==> src/rtl/serdes_channel_tx_kgen.sv <==
// serdes_channel_tx_kgen: framed TX word generator for one serdes channel.
// Inserts a K (comma/control) word every P+1 cycles, where P comes from the
// line rate code, and tracks a 0..149 hyperframe number across K words.
// C_CHANNEL_FOR_CPRI_TDM selects the CPRI (0) or TDM (1) period table.
// Optional feature: define SERDES_TX_KGEN_ERR_INJ_EN to let I_k_err_inj
// suppress the next scheduled K word (fault injection for link testing).
module serdes_channel_tx_kgen #(
    parameter int unsigned C_CHANNEL_FOR_CPRI_TDM = 0
) (
    input  logic        I_serdes_tx_clk,
    input  logic        I_serdes_tx_rst,
    input  logic [3:0]  I_serdes_rate,
    input  logic        I_8b10b_or_64b66b_sel,
    input  logic        I_tx_en,
    input  logic [63:0] I_tx_data,
    input  logic        I_k_err_inj,
    output logic [63:0] O_serdes_tx_data,
    output logic [7:0]  O_serdes_tx_k_flag,
    output logic        O_tx_kpos,
    output logic [7:0]  O_tx_hfn
);

    localparam int unsigned DATA_W  = 64;
    localparam int unsigned KF_W    = 8;
    localparam int unsigned CNT_W   = 16;
    localparam int unsigned HFN_W   = 8;
    localparam int unsigned RATE_W  = 4;
    localparam int unsigned RATE_MAX = 9;
    localparam int unsigned HFN_MAX = 149;

    typedef enum logic [1:0] {
        ST_IDLE  = 2'd0,
        ST_START = 2'd1,
        ST_RUN   = 2'd2
    } state_t;

    state_t              state;
    logic [CNT_W-1:0]    cnt;
    logic [RATE_W-1:0]   rate_q;
    logic                mode_q;
    logic                seen_k_q;

    logic [RATE_W-1:0]   rate_in;
    logic [CNT_W-1:0]    period;
    logic                cfg_chg;
    logic                emit;
    logic                k_slot;
    logic                k_supp;

    // Map a clamped rate code to the K period for the selected protocol family.
    function automatic logic [CNT_W-1:0] period_of(input logic [RATE_W-1:0] r);
        logic [CNT_W-1:0] p;
        p = '0;
        if (C_CHANNEL_FOR_CPRI_TDM != 0) begin
            case (r)
                4'd0:    p = CNT_W'(3);
                4'd1:    p = CNT_W'(7);
                4'd2:    p = CNT_W'(9);
                4'd3:    p = CNT_W'(15);
                4'd4:    p = CNT_W'(19);
                4'd5:    p = CNT_W'(31);
                4'd6:    p = CNT_W'(31);
                4'd7:    p = CNT_W'(39);
                4'd8:    p = CNT_W'(47);
                default: p = CNT_W'(95);
            endcase
        end else begin
            case (r)
                4'd0:    p = CNT_W'(1023);
                4'd1:    p = CNT_W'(2047);
                4'd2:    p = CNT_W'(2559);
                4'd3:    p = CNT_W'(4095);
                4'd4:    p = CNT_W'(5119);
                4'd5:    p = CNT_W'(8191);
                4'd6:    p = CNT_W'(8191);
                4'd7:    p = CNT_W'(10239);
                4'd8:    p = CNT_W'(12287);
                default: p = CNT_W'(24575);
            endcase
        end
        return p;
    endfunction

    // Codes above 9 alias to 9, so 12 vs 9 is not treated as a rate change.
    assign rate_in = (I_serdes_rate > RATE_W'(RATE_MAX)) ? RATE_W'(RATE_MAX) : I_serdes_rate;
    assign period  = period_of(rate_q);
    assign cfg_chg = (rate_q != rate_in) || (mode_q != I_8b10b_or_64b66b_sel);
    // Enable drop and reconfiguration win over word emission in the same cycle.
    assign emit    = (state == ST_RUN) && I_tx_en && !cfg_chg;
    assign k_slot  = emit && (cnt == '0);

`ifdef SERDES_TX_KGEN_ERR_INJ_EN
    logic pend_q;

    // Pending-injection flag: armed by a pulse, consumed by the next K slot.
    always_ff @(posedge I_serdes_tx_clk) begin
        if (I_serdes_tx_rst) begin
            pend_q <= 1'b0;
        end else if (k_slot && pend_q) begin
            pend_q <= 1'b0;
        end else if (I_k_err_inj) begin
            pend_q <= 1'b1;
        end
    end

    assign k_supp = pend_q;
`else
    logic unused_k_err_inj;

    assign unused_k_err_inj = I_k_err_inj;
    assign k_supp           = 1'b0;
`endif

    // Control FSM, K counter and registered output word.
    always_ff @(posedge I_serdes_tx_clk) begin
        if (I_serdes_tx_rst) begin
            state              <= ST_IDLE;
            cnt                <= '0;
            rate_q             <= '0;
            mode_q             <= 1'b0;
            seen_k_q           <= 1'b0;
            O_serdes_tx_data   <= '0;
            O_serdes_tx_k_flag <= '0;
            O_tx_kpos          <= 1'b0;
            O_tx_hfn           <= '0;
        end else begin
            O_serdes_tx_data   <= '0;
            O_serdes_tx_k_flag <= '0;
            O_tx_kpos          <= 1'b0;
            O_tx_hfn           <= '0;
            case (state)
                ST_IDLE: begin
                    if (I_tx_en) begin
                        state <= ST_START;
                    end
                end
                ST_START: begin
                    rate_q   <= rate_in;
                    mode_q   <= I_8b10b_or_64b66b_sel;
                    cnt      <= '0;
                    seen_k_q <= 1'b0;
                    state    <= ST_RUN;
                end
                ST_RUN: begin
                    if (!I_tx_en) begin
                        state <= ST_IDLE;
                    end else if (cfg_chg) begin
                        state <= ST_START;
                    end else begin
                        cnt              <= (cnt == period) ? '0 : cnt + CNT_W'(1);
                        O_serdes_tx_data <= I_tx_data;
                        O_tx_hfn         <= O_tx_hfn;
                        if (k_slot) begin
                            seen_k_q <= 1'b1;
                            if (seen_k_q) begin
                                O_tx_hfn <= (O_tx_hfn == HFN_W'(HFN_MAX)) ? '0
                                                                          : O_tx_hfn + HFN_W'(1);
                            end
                            if (!k_supp) begin
                                O_tx_kpos <= 1'b1;
                                if (mode_q) begin
                                    O_serdes_tx_data   <= {8'hFD, I_tx_data[DATA_W-9:0]};
                                    O_serdes_tx_k_flag <= KF_W'(8'h80);
                                end else begin
                                    O_serdes_tx_data   <= {I_tx_data[DATA_W-1:8], 8'hBC};
                                    O_serdes_tx_k_flag <= KF_W'(8'h01);
                                end
                            end
                        end
                    end
                end
                default: begin
                    state <= ST_IDLE;
                end
            endcase
        end
    end

endmodule

==> config.mk <==
export PLATFORM = sky130hd
export DESIGN_NAME = serdes_channel_tx_kgen
export DESIGN_NICKNAME = d
export VERILOG_FILES = /design/src/rtl/serdes_channel_tx_kgen.sv
export SDC_FILE = /design/constraint.sdc
export NUM_CORES = 1
export LEC_CHECK = 0
export CORE_ASPECT_RATIO = 1.25
export CORE_MARGIN = 2
export CORE_UTILIZATION = 40
export DETAILED_ROUTE_END_ITERATION = 10
export DONT_BUFFER_PORTS = 1
export PLACE_DENSITY = 0.5
export SYNTH_ARGS = -nofsm -noshare
export SYNTH_HDL_FRONTEND = slang
export SYNTH_SLANG_ARGS = --single-unit
==> constraint.sdc <==
create_clock -name I_serdes_tx_clk -period 2.2 [get_ports I_serdes_tx_clk]
set_input_delay 0.33 -clock I_serdes_tx_clk [delete_from_list [all_inputs] [get_ports I_serdes_tx_clk]]
set_output_delay 0.33 -clock I_serdes_tx_clk [all_outputs]
set_load 0.02 [all_outputs]
Word level (Yosys, flattened, before mapping)
Memories as Yosys holds them, arrays and structs flattened. A register that Yosys moved wholly into a read port is not among the register bits.
Cells that the tools add are included.
{"block": "totals", "ff_bits": 105, "latch_bits": 0, "ramBits": 0, "mem_bits_ro": 96, "inputBits": 73, "output_inout_bits": 81, "memories": 1}
{"memory": "(name not given)", "depth": 16, "width": 6, "read_ports": 1, "rd_clocked_by_memory_dff": 1, "wr": 0, "line": "68", "source": "case (r)"}
{"block": "op_classes", "addsub": 2, "mul": 0, "div": 0, "n_lt_le_gt_ge": 1, "eq_ne": 11, "shift": 0, "muxes": 20, "n_bitwise": 3, "reduce_logical": 14}
{"cell": "$mux W64", "n": 2}
{"cell": "$mux W16", "n": 3}
{"cell": "$pmux W16 S2", "n": 1}
{"cell": "$add A16 B1 Y16 const B", "n": 1}
{"cell": "$eq A16 B16 Y1", "n": 1}
{"cell": "$logic_not A16 Y1", "n": 1}
{"cell": "$mux W8", "n": 2}
{"cell": "$mux W4", "n": 3}
{"cell": "$add A8 B1 Y8 const B", "n": 1}
{"cell": "$eq A8 B8 Y1 const B", "n": 1}
{"cell": "$ne A2 B2 Y1 const B", "n": 4}
{"cell": "$mux W2", "n": 3}
{"cell": "$pmux W2 S3", "n": 1}
{"cell": "$reduce_or A5 Y1", "n": 1}
{"cell": "$gt A4 B4 Y1 const B", "n": 1}
{"cell": "$mux W1", "n": 4}
{"cell": "$ne A4 B4 Y1", "n": 1}
{"cell": "$reduce_and A2 Y1", "n": 2}
{"cell": "$reduce_and A4 Y1", "n": 1}
{"cell": "$reduce_or A4 Y1", "n": 1}
{"cell": "$logic_and A1 B1 Y1", "n": 3}
{"cell": "$ne A3 B3 Y1 const B", "n": 1}
{"cell": "$not A1 Y1", "n": 3}
{"cell": "$reduce_and A3 Y1", "n": 1}
{"cell": "8 further kinds", "n": 8}

Depth between registers and ports, before layout
Gate-level depths: netlist of the first run.
{"block": "logic_depth", "word_depth": 11, "mapped_depth": 9, "mapped_depth_nobuf": 8}

Worst setup path before layout of the first run
Ideal clock, no wire load.
{"block": "synth_path", "path_kind": "register -> register", "startpoint": "register cnt[0]", "endpoint": "register O_tx_hfn[3]", "setup_time_ns": 0.072, "arrival_time_ns": 1.930, "setup_slack_ns": 0.198, "stages_incl_launch_ff": 10, "path_buffers": 2, "period_less_slack_ns": 2.002, "path_cell_list": "dfxtp_1 > inv_1 > ha_1 > nor4b_1 > nand4_1 > or4_1 > clkbuf_1 > buf_2 > nor3b_2 > mux2i_1"}
{"block": "synth_between", "elab_chain_len": 3}
{"item": "start: declaration", "line": "38", "source": "logic [CNT_W-1:0] cnt;"}
{"item": "start signal: assignment", "line": "150", "source": "cnt <= (cnt == period) ? '0 : cnt + CNT_W'(1);"}
{"item": "$logic_not A16 Y1", "line": "90", "source": "assign k_slot = emit && (cnt == '0);"}
{"item": "$logic_and A1 B1 Y1", "line": "90"}
{"item": "$reduce_and A2 Y1 (no line)"}
{"item": "end signal: assignment", "line": "152", "source": "O_tx_hfn <= O_tx_hfn;"}
{"item": "end signal: assignment", "line": "156", "source": "O_tx_hfn <= (O_tx_hfn == HFN_W'(HFN_MAX)) ? '0"}
{"item": "end: declaration", "line": "20", "source": "output logic [7:0] O_tx_hfn"}
No other way between the ends.
A chain may end at the register's enable or synchronous reset.

Final worst setup path of the first run
{"block": "layout_path", "startpoint": "register cnt[0]", "endpoint": "register O_tx_hfn[7]"}
Same word-level chain as after synthesis.

==> flow_metrics.env, run 1 <==
export IMPL_r2r_slack_ps=120
export IMPL_syn_avg_cell_area_um2=9.905
export IMPL_die_x_um=92.23
export IMPL_ios=154
export IMPL_critPathMaxFanout=17
export IMPL_arrival_ps=2350
export IMPL_cts_tree="built"
export IMPL_skew_ps=7.419
export IMPL_drive_gt1_frac=0.1235
export IMPL_ant_nets=0
export IMPL_nNetsFinal=487
export IMPL_antenna_found_initial=0
export IMPL_area_growth_synth_to_final_pct=15.17
export IMPL_wl_per_cell_um=15.03
export IMPL_cpLargestDelayFamily="simple AND/OR/NAND/NOR gates"
export IMPL_path_cells="inv_1 -> ha_1 -> nor4b_2 -> nand4_1 -> or4_1 -> buf_4 -> or3_1 -> a21oi_1"
export IMPL_worst_path_buf_inv=2
export IMPL_worst_setup_path_start_kind="flop"
export IMPL_r2r_end="O_tx_hfn[7]$_SDFFE_PP0P_"
export IMPL_crit_start="cnt[0]$_SDFFE_PP0P_"
export IMPL_dp_hpwl_um=6036
export IMPL_use_met2=0.2505
export IMPL_die_y_um=114.3
export IMPL_drt_iter0_markers=117
export IMPL_fin_util=0.4690
export IMPL_ys_ff_latch=105
export IMPL_fillers=929
export IMPL_vias_per_cell=5.065
export IMPL_fin_crit_sh=0.9445
export IMPL_synth_area_top_cells="dfxtp_1 54%, and2_1 7.7%, a21oi_1 2.8%, o21a_1 2.3%, or3_1 2.1%"
export IMPL_num_antenna_cells=0
export IMPL_synth_top_area_cell="dfxtp_1"
export IMPL_finalPower_mw=3.638
export IMPL_cts_made_buffers=9
export IMPL_rr_worst_depth=8
export IMPL_r2r_start="cnt[0]$_SDFFE_PP0P_"
export IMPL_first_global_vias=2395
export IMPL_dr_pass1_iters=4
export IMPL_drt_wl_total_um=8099
export IMPL_clkLatencyLatePin_ps=340
export IMPL_finalHoldViolCount=0
export IMPL_drv_cap=0
export IMPL_globalplace_congestion=0.8010
export IMPL_grt_overflow=0
export IMPL_finalSetupTns_ps=0
export IMPL_crit_type="reg -> reg"
export IMPL_core_area_um2=9559
export IMPL_required_ps=2470
export IMPL_portBuffers=0
export IMPL_die_area_um2=10540
export IMPL_ys_dominant_reg_cell="dfxtp_1"
export IMPL_clk_pin_slew_ps=70
export IMPL_end_kind="flop"
export IMPL_synth_cell_types=48
export IMPL_slew_headroom=0.6364
export IMPL_slowest_stage="or4_1"
export IMPL_worst_pin_slew_ps=530.3
export IMPL_finalCriticalPeriod_ps=2078
export IMPL_yosysSeqAreaShare=0.5400
export IMPL_num_vias=2730
export IMPL_syn_area_um2=3892
export IMPL_synthArstFlopShare=0
export IMPL_syn_inst=393
export IMPL_synth_edff_count=0
export IMPL_final_max_slew_viol_count=0
export IMPL_status="finished clean"
export IMPL_synth_top_cell_area_share=0.5400
export IMPL_cts_root_buf="clkbuf_16"
export IMPL_met1_usage=0.1615
export IMPL_setup_viol=0
export IMPL_power_leakage_nw=1.695
export IMPL_hp_class="in -> reg"
export IMPL_cts_htree_levels=3
export IMPL_fmax_ghz=0.4813
export IMPL_grt_pass1_wl_um=12100
export IMPL_cpPeakStageDelay_ps=410
export IMPL_grt_use_met3=0.06188
export IMPL_hold_depth=1
export IMPL_initial_utilization=0.4072
export IMPL_drcViolationCount=0
export IMPL_clk_path_buf_depth=2
export IMPL_min_from="I_serdes_tx_rst"
export IMPL_grt_busiest_layer="met2"
export IMPL_min_to="seen_k_q$_SDFFE_PP0P_"
export IMPL_power_density_nw_per_um2=811.6
export IMPL_grtUsageTotal=0.1459
export IMPL_grt_setup_unrepaired="no"
export IMPL_ys_warn_count=0
export IMPL_grt_max_degree=57
export IMPL_post_cts_setup_buffers=0
export IMPL_cts_sinks=105
export IMPL_ir_worst_vdd_v=0.0003608
export IMPL_num_rows=40
-- state kept, by name, indices dropped and copies added (netlist names) --
name,flops
period,6
cnt,16
rate_q,4
state,2
O_serdes_tx_k_flag,2
O_tx_hfn,8
O_serdes_tx_data,64
O_tx_kpos,1
mode_q,1
seen_k_q,1
-- what timing repair did --
action,4_1_cts,5_1_grt
endpoints found under the setup margin,0,5
hold buffers,0,0
gates resized for setup,0,2
-- synthesized netlist by cell type, types with 2 or more instances --
cell        n
nor3_1      5
inv_1      17
nor4_1      5
buf_4       6
and3b_1     2
ha_1        6
o21ai_0     7
and2_1     48
o21a_1     12
xnor2_1     3
clkbuf_1   12
nand2_1    12
buf_2       6
or2_2       3
o21ai_1     6
and3_1      4
nor3_2      2
dfxtp_1   105
nor4b_1     3
or3_1      13
nand3_1    12
a31oi_1     2
nor2_1     15
or4_1       8
nand4_1     8
a21oi_1    22
nand3b_1    3
nor2_2      2
xor2_1      6
nor2b_1     4
o31ai_1     7
nand2b_1    5
mux2i_1     7
-- area by class of cell --
type	count	area, um^2	area share
multi-input cells	252	1648	0.3676
clock buffers	10	229.0	0.05107
flip-flops and latches	105	2102	0.4689
clock inverters	6	72.57	0.01619
repair buffers	23	210.2	0.04689
inverters	17	63.81	0.01423
well taps	126	157.7	0.03517
-- per-layer routing --
metal,share of wire,wire [um],up-vias
li1,-,-,1371
met1,0.40,3218,1248
met2,0.50,4082,105
met3,0.087,704,6
met4,0.011,93,0
met5,0,0,-
-- cells in the final DEF (no fill, tap or decap), types with 12 or more instances in the layout --
cell type  count
o21a_1        12
nand3_1       12
nor2_1        15
dfxtp_1      105
or3_1         13
nand2_1       12
buf_4         20
and2_1        48
inv_1         17
a21oi_1       22
-- cells by family after synthesis --
kind of cell             synth area share
AO/OA/AOI/OAI                      0.1074
buffers and inverters             0.04725
XOR/XNOR                          0.02025
adder cells (fa/ha/maj)           0.01929
multiplexers                      0.01800
other                           0.0009634
flip-flops                         0.5400
AND/OR/NAND/NOR                    0.2469
-- how the worst max path moves through the flow --
stage | slack [ps] | cells after the start | endpoint
final | 120 | 8 | O_tx_hfn[7]$_SDFFE_PP0P_
after global routing | 3 | 6 | cnt[7]$_SDFFE_PP0P_
after CTS | 60 | 8 | O_tx_hfn[7]$_SDFFE_PP0P_
after detailed placement | 80 | 8 | O_tx_hfn[5]$_SDFFE_PP0P_
after global placement | 100 | 8 | O_tx_hfn[7]$_SDFFE_PP0P_
after floorplan | 200 | 9 | O_tx_hfn[3]$_SDFFE_PP0P_
-- where the power goes --
group	internal, mW	total [mW]	leakage (nW)	switching, mW
Combinational	0.0518	0.122	0.704	0.0698
Sequential	1.91	1.92	0.847	0.00854
Clock	0.897	1.59	0.144	0.698
-- worst reg2reg max path: stages, from the launching register on --
cell     delay (ps)
dfxtp_1         310
inv_1            80
ha_1            180
nor4b_2         190
nand4_1         140
or4_1           410
buf_4           210
or3_1           360
a21oi_1         130
-- stage by stage --
| stage | setup slack (ps) | hold WS (ps) | cells | area (um^2) |
|---|---|---|---|---|
| 6_report | 122.2 | 56.15 | 539 | 4483 |
| 5_1_grt | 3.286 | 31.87 | 539 | 4483 |
| 4_1_cts | 63.14 | 40.66 | 539 | 4469 |
| 3_5_place_dp | 78.50 | 406.3 | 523 | 4168 |
| 3_3_place_gp | 102.6 | 405.2 | 523 | 4168 |
| 2_1_floorplan | 198.1 | 443.8 | 398 | 3911 |
Power figures use the tool's default switching activity.
==> run 2: changes to the inputs <==
Settings changed: GPL_ROUTABILITY_DRIVEN set to 0.
==> results of run 2 <==
No change in the layout: final DEF, timing and power equal those of run 1.
==> run 3: changes to the inputs <==
Settings changed: CELL_PAD_IN_SITES_DETAIL_PLACEMENT set to 0, CELL_PAD_IN_SITES_GLOBAL_PLACEMENT set to 1, PLACE_DENSITY 0.5 to 0.65, SKIP_LAST_GASP set to 1.
==> run 3 against run 2 <==
  * Critical path depth did not move
  * Utilization rose by 0.68 points
  * Highest routed layer unchanged
  * Global-route usage rose by 0.72 points
  * Critical endpoint unchanged
  * Register-to-register slack got worse by 30 ps
  * Sequential share of layout area fell by 0.67 points
  * Cell count rose by 2.0%
  * Hold slack improved by 2.5 ps
==> flow_metrics.env, run 3 (synthesis gave the netlist of run 1 again) <==
export IMPL_cpPeakStageDelay_ps=450
export IMPL_arrival_ps=2370
export IMPL_seqPwrFrac=0.537
export IMPL_antenna_found_initial=0
export IMPL_finalPower_mw=3.577
export IMPL_fmax_ghz=0.4755
export IMPL_switchingPower_mw=0.8109
export IMPL_grt_setup_unrepaired="yes"
export IMPL_grt_overflow=0
export IMPL_power_share_combinational=0.037
export IMPL_finalCriticalPeriod_ps=2103
export IMPL_grt_max_degree=56
export IMPL_largest_register="O_serdes_tx_data"
export IMPL_cts_root_buf="clkbuf_16"
export IMPL_fin_util=0.4758
export IMPL_final_max_slew_viol_count=0
export IMPL_ant_nets=0
export IMPL_fin_crit_sh=0.9560
export IMPL_die_area_um2=10540
export IMPL_power_density_nw_per_um2=786.4
export IMPL_status="finished clean"
export IMPL_top_regs="O_serdes_tx_data: 64 flops, cnt: 16 flops, O_tx_hfn: 8 flops"
export IMPL_nNetsFinal=498
export IMPL_area_growth_synth_to_final_pct=16.84
export IMPL_initial_utilization=0.4072
export IMPL_critPathMaxFanout=13
export IMPL_num_rows=40
export IMPL_die_x_um=92.23
export IMPL_drcViolationCount=0
export IMPL_path_cells="inv_2 -> ha_2 -> nor4b_4 -> nand4_1 -> or4_4 -> buf_6 -> or3_1 -> a21oi_1"
export IMPL_drv_cap=0
export IMPL_ir_worst_vdd_v=0.0003653
export IMPL_ios=154
export IMPL_num_vias=2798
export IMPL_end_kind="flop"
export IMPL_finalHoldViolCount=0
export IMPL_required_ps=2470
export IMPL_first_global_vias=2548
export IMPL_route_met2_wl_um=4287
export IMPL_layout_common_cells="105 x dfxtp_1, 48 x and2_1, 32 x buf_4"
export IMPL_cts_htree_levels=3
export IMPL_drt_wl_total_um=8383
export IMPL_cts_made_buffers=9
export IMPL_grtUsageTotal=0.1530
export IMPL_switching_share=0.2267
export IMPL_worst_path_buf_inv=2
export IMPL_power_leakage_nw=1.752
export IMPL_dr_pass1_iters=4
export IMPL_num_antenna_cells=0
export IMPL_fillers=930
export IMPL_met1_length_um=3367
export IMPL_vias_per_cell=5.087
export IMPL_skew_ps=10.53
export IMPL_slowest_stage="or4_4"
export IMPL_worst_setup_path_start_kind="flop"
export IMPL_final_common_cell="dfxtp_1"
export IMPL_cp_depth=8
export IMPL_dp_hpwl_um=6300
export IMPL_hold_depth=1
export IMPL_crit_type="reg -> reg"
export IMPL_largest_register_ffs=64
export IMPL_fin_area_um2=4548
export IMPL_top_layer_used="met4"
export IMPL_rr_worst_depth=8
export IMPL_portBuffers=0
export IMPL_clkPwrFrac=0.426
export IMPL_wl_per_cell_um=15.24
export IMPL_die_y_um=114.3
export IMPL_grt_pass1_wl_um=12730
export IMPL_hp_class="in -> reg"
export IMPL_drt_iter0_markers=90
export IMPL_core_area_um2=9559
export IMPL_drive_gt1_frac=0.1557
export IMPL_cpLargestDelayFamily="simple AND/OR/NAND/NOR gates"
export IMPL_cts_sinks=105
export IMPL_clkLatencyLatePin_ps=340
export IMPL_wl_met3_um=629
export IMPL_setup_viol=0
export IMPL_cts_tree="built"
export IMPL_clk_path_buf_depth=2
export IMPL_place_area_um2=4225
export IMPL_p_int_mw=2.766
export IMPL_clk_pin_slew_ps=70
-- run 3: worst paths after layout --
check | start | endpoint | slack [ps]
max | cnt[0]$_SDFFE_PP0P_ | O_tx_hfn[7]$_SDFFE_PP0P_ | 100
min | I_serdes_tx_rst | mode_q$_SDFFE_PP0P_ | 60
max reg2reg | cnt[0]$_SDFFE_PP0P_ | O_tx_hfn[7]$_SDFFE_PP0P_ | 100
min reg2reg | cnt[15]$_SDFFE_PP0P_ | cnt[15]$_SDFFE_PP0P_ | 520
-- run 3: what timing repair did --
| item | CTS | global route |
|---|---|---|
| endpoints found under the setup margin | 0 | 19 |
| gates resized for setup | 0 | 8 |
| setup buffers | 0 | 0 |
| hold buffers | 0 | 0 |
-- run 3: metal layers --
| metal | up-vias | track usage |
|---|---|---|
| met5 | - | 0 |
| met4 | 0 | 0.05373 |
| met3 | 7 | 0.05727 |
| met2 | 88 | 0.2696 |
| met1 | 1302 | 0.1691 |
| li1 | 1401 | - |
-- run 3: final cells by class --
type	count	area, um^2	share of cell area
Clock buffer	10	229.0	0.05034
Clock inverter	6	60.06	0.01320
Inverter	17	63.81	0.01403
Multi-Input combinational cell	252	1664	0.3659
Sequential cell	105	2102	0.4622
Tap cell	126	157.7	0.03466
Timing Repair Buffer	34	271.5	0.05970
-- run 3: power by group through the flow --
stage                     sequential [mW]  combinational [mW]  clock, mW
final                                1.92               0.132       1.52
after global routing                 1.92               0.148       1.65
after CTS                            1.92               0.128       1.57
after detailed placement             1.97               0.127          0
after global placement               1.97               0.125          0
after floorplan                      1.97              0.0949          0
-- run 3: stage by stage --
stage               setup slack (ps)  hold slack [ps]  TNS [ps]  instances
global placement               34.71            404.7         0        534
CTS                            3.446            44.10         0        550
detailed placement             24.19            408.3         0        534
global route                  -48.96            40.80    -103.0        550
finish                         96.74            58.65         0        550
floorplan                      198.1            443.8         0        398
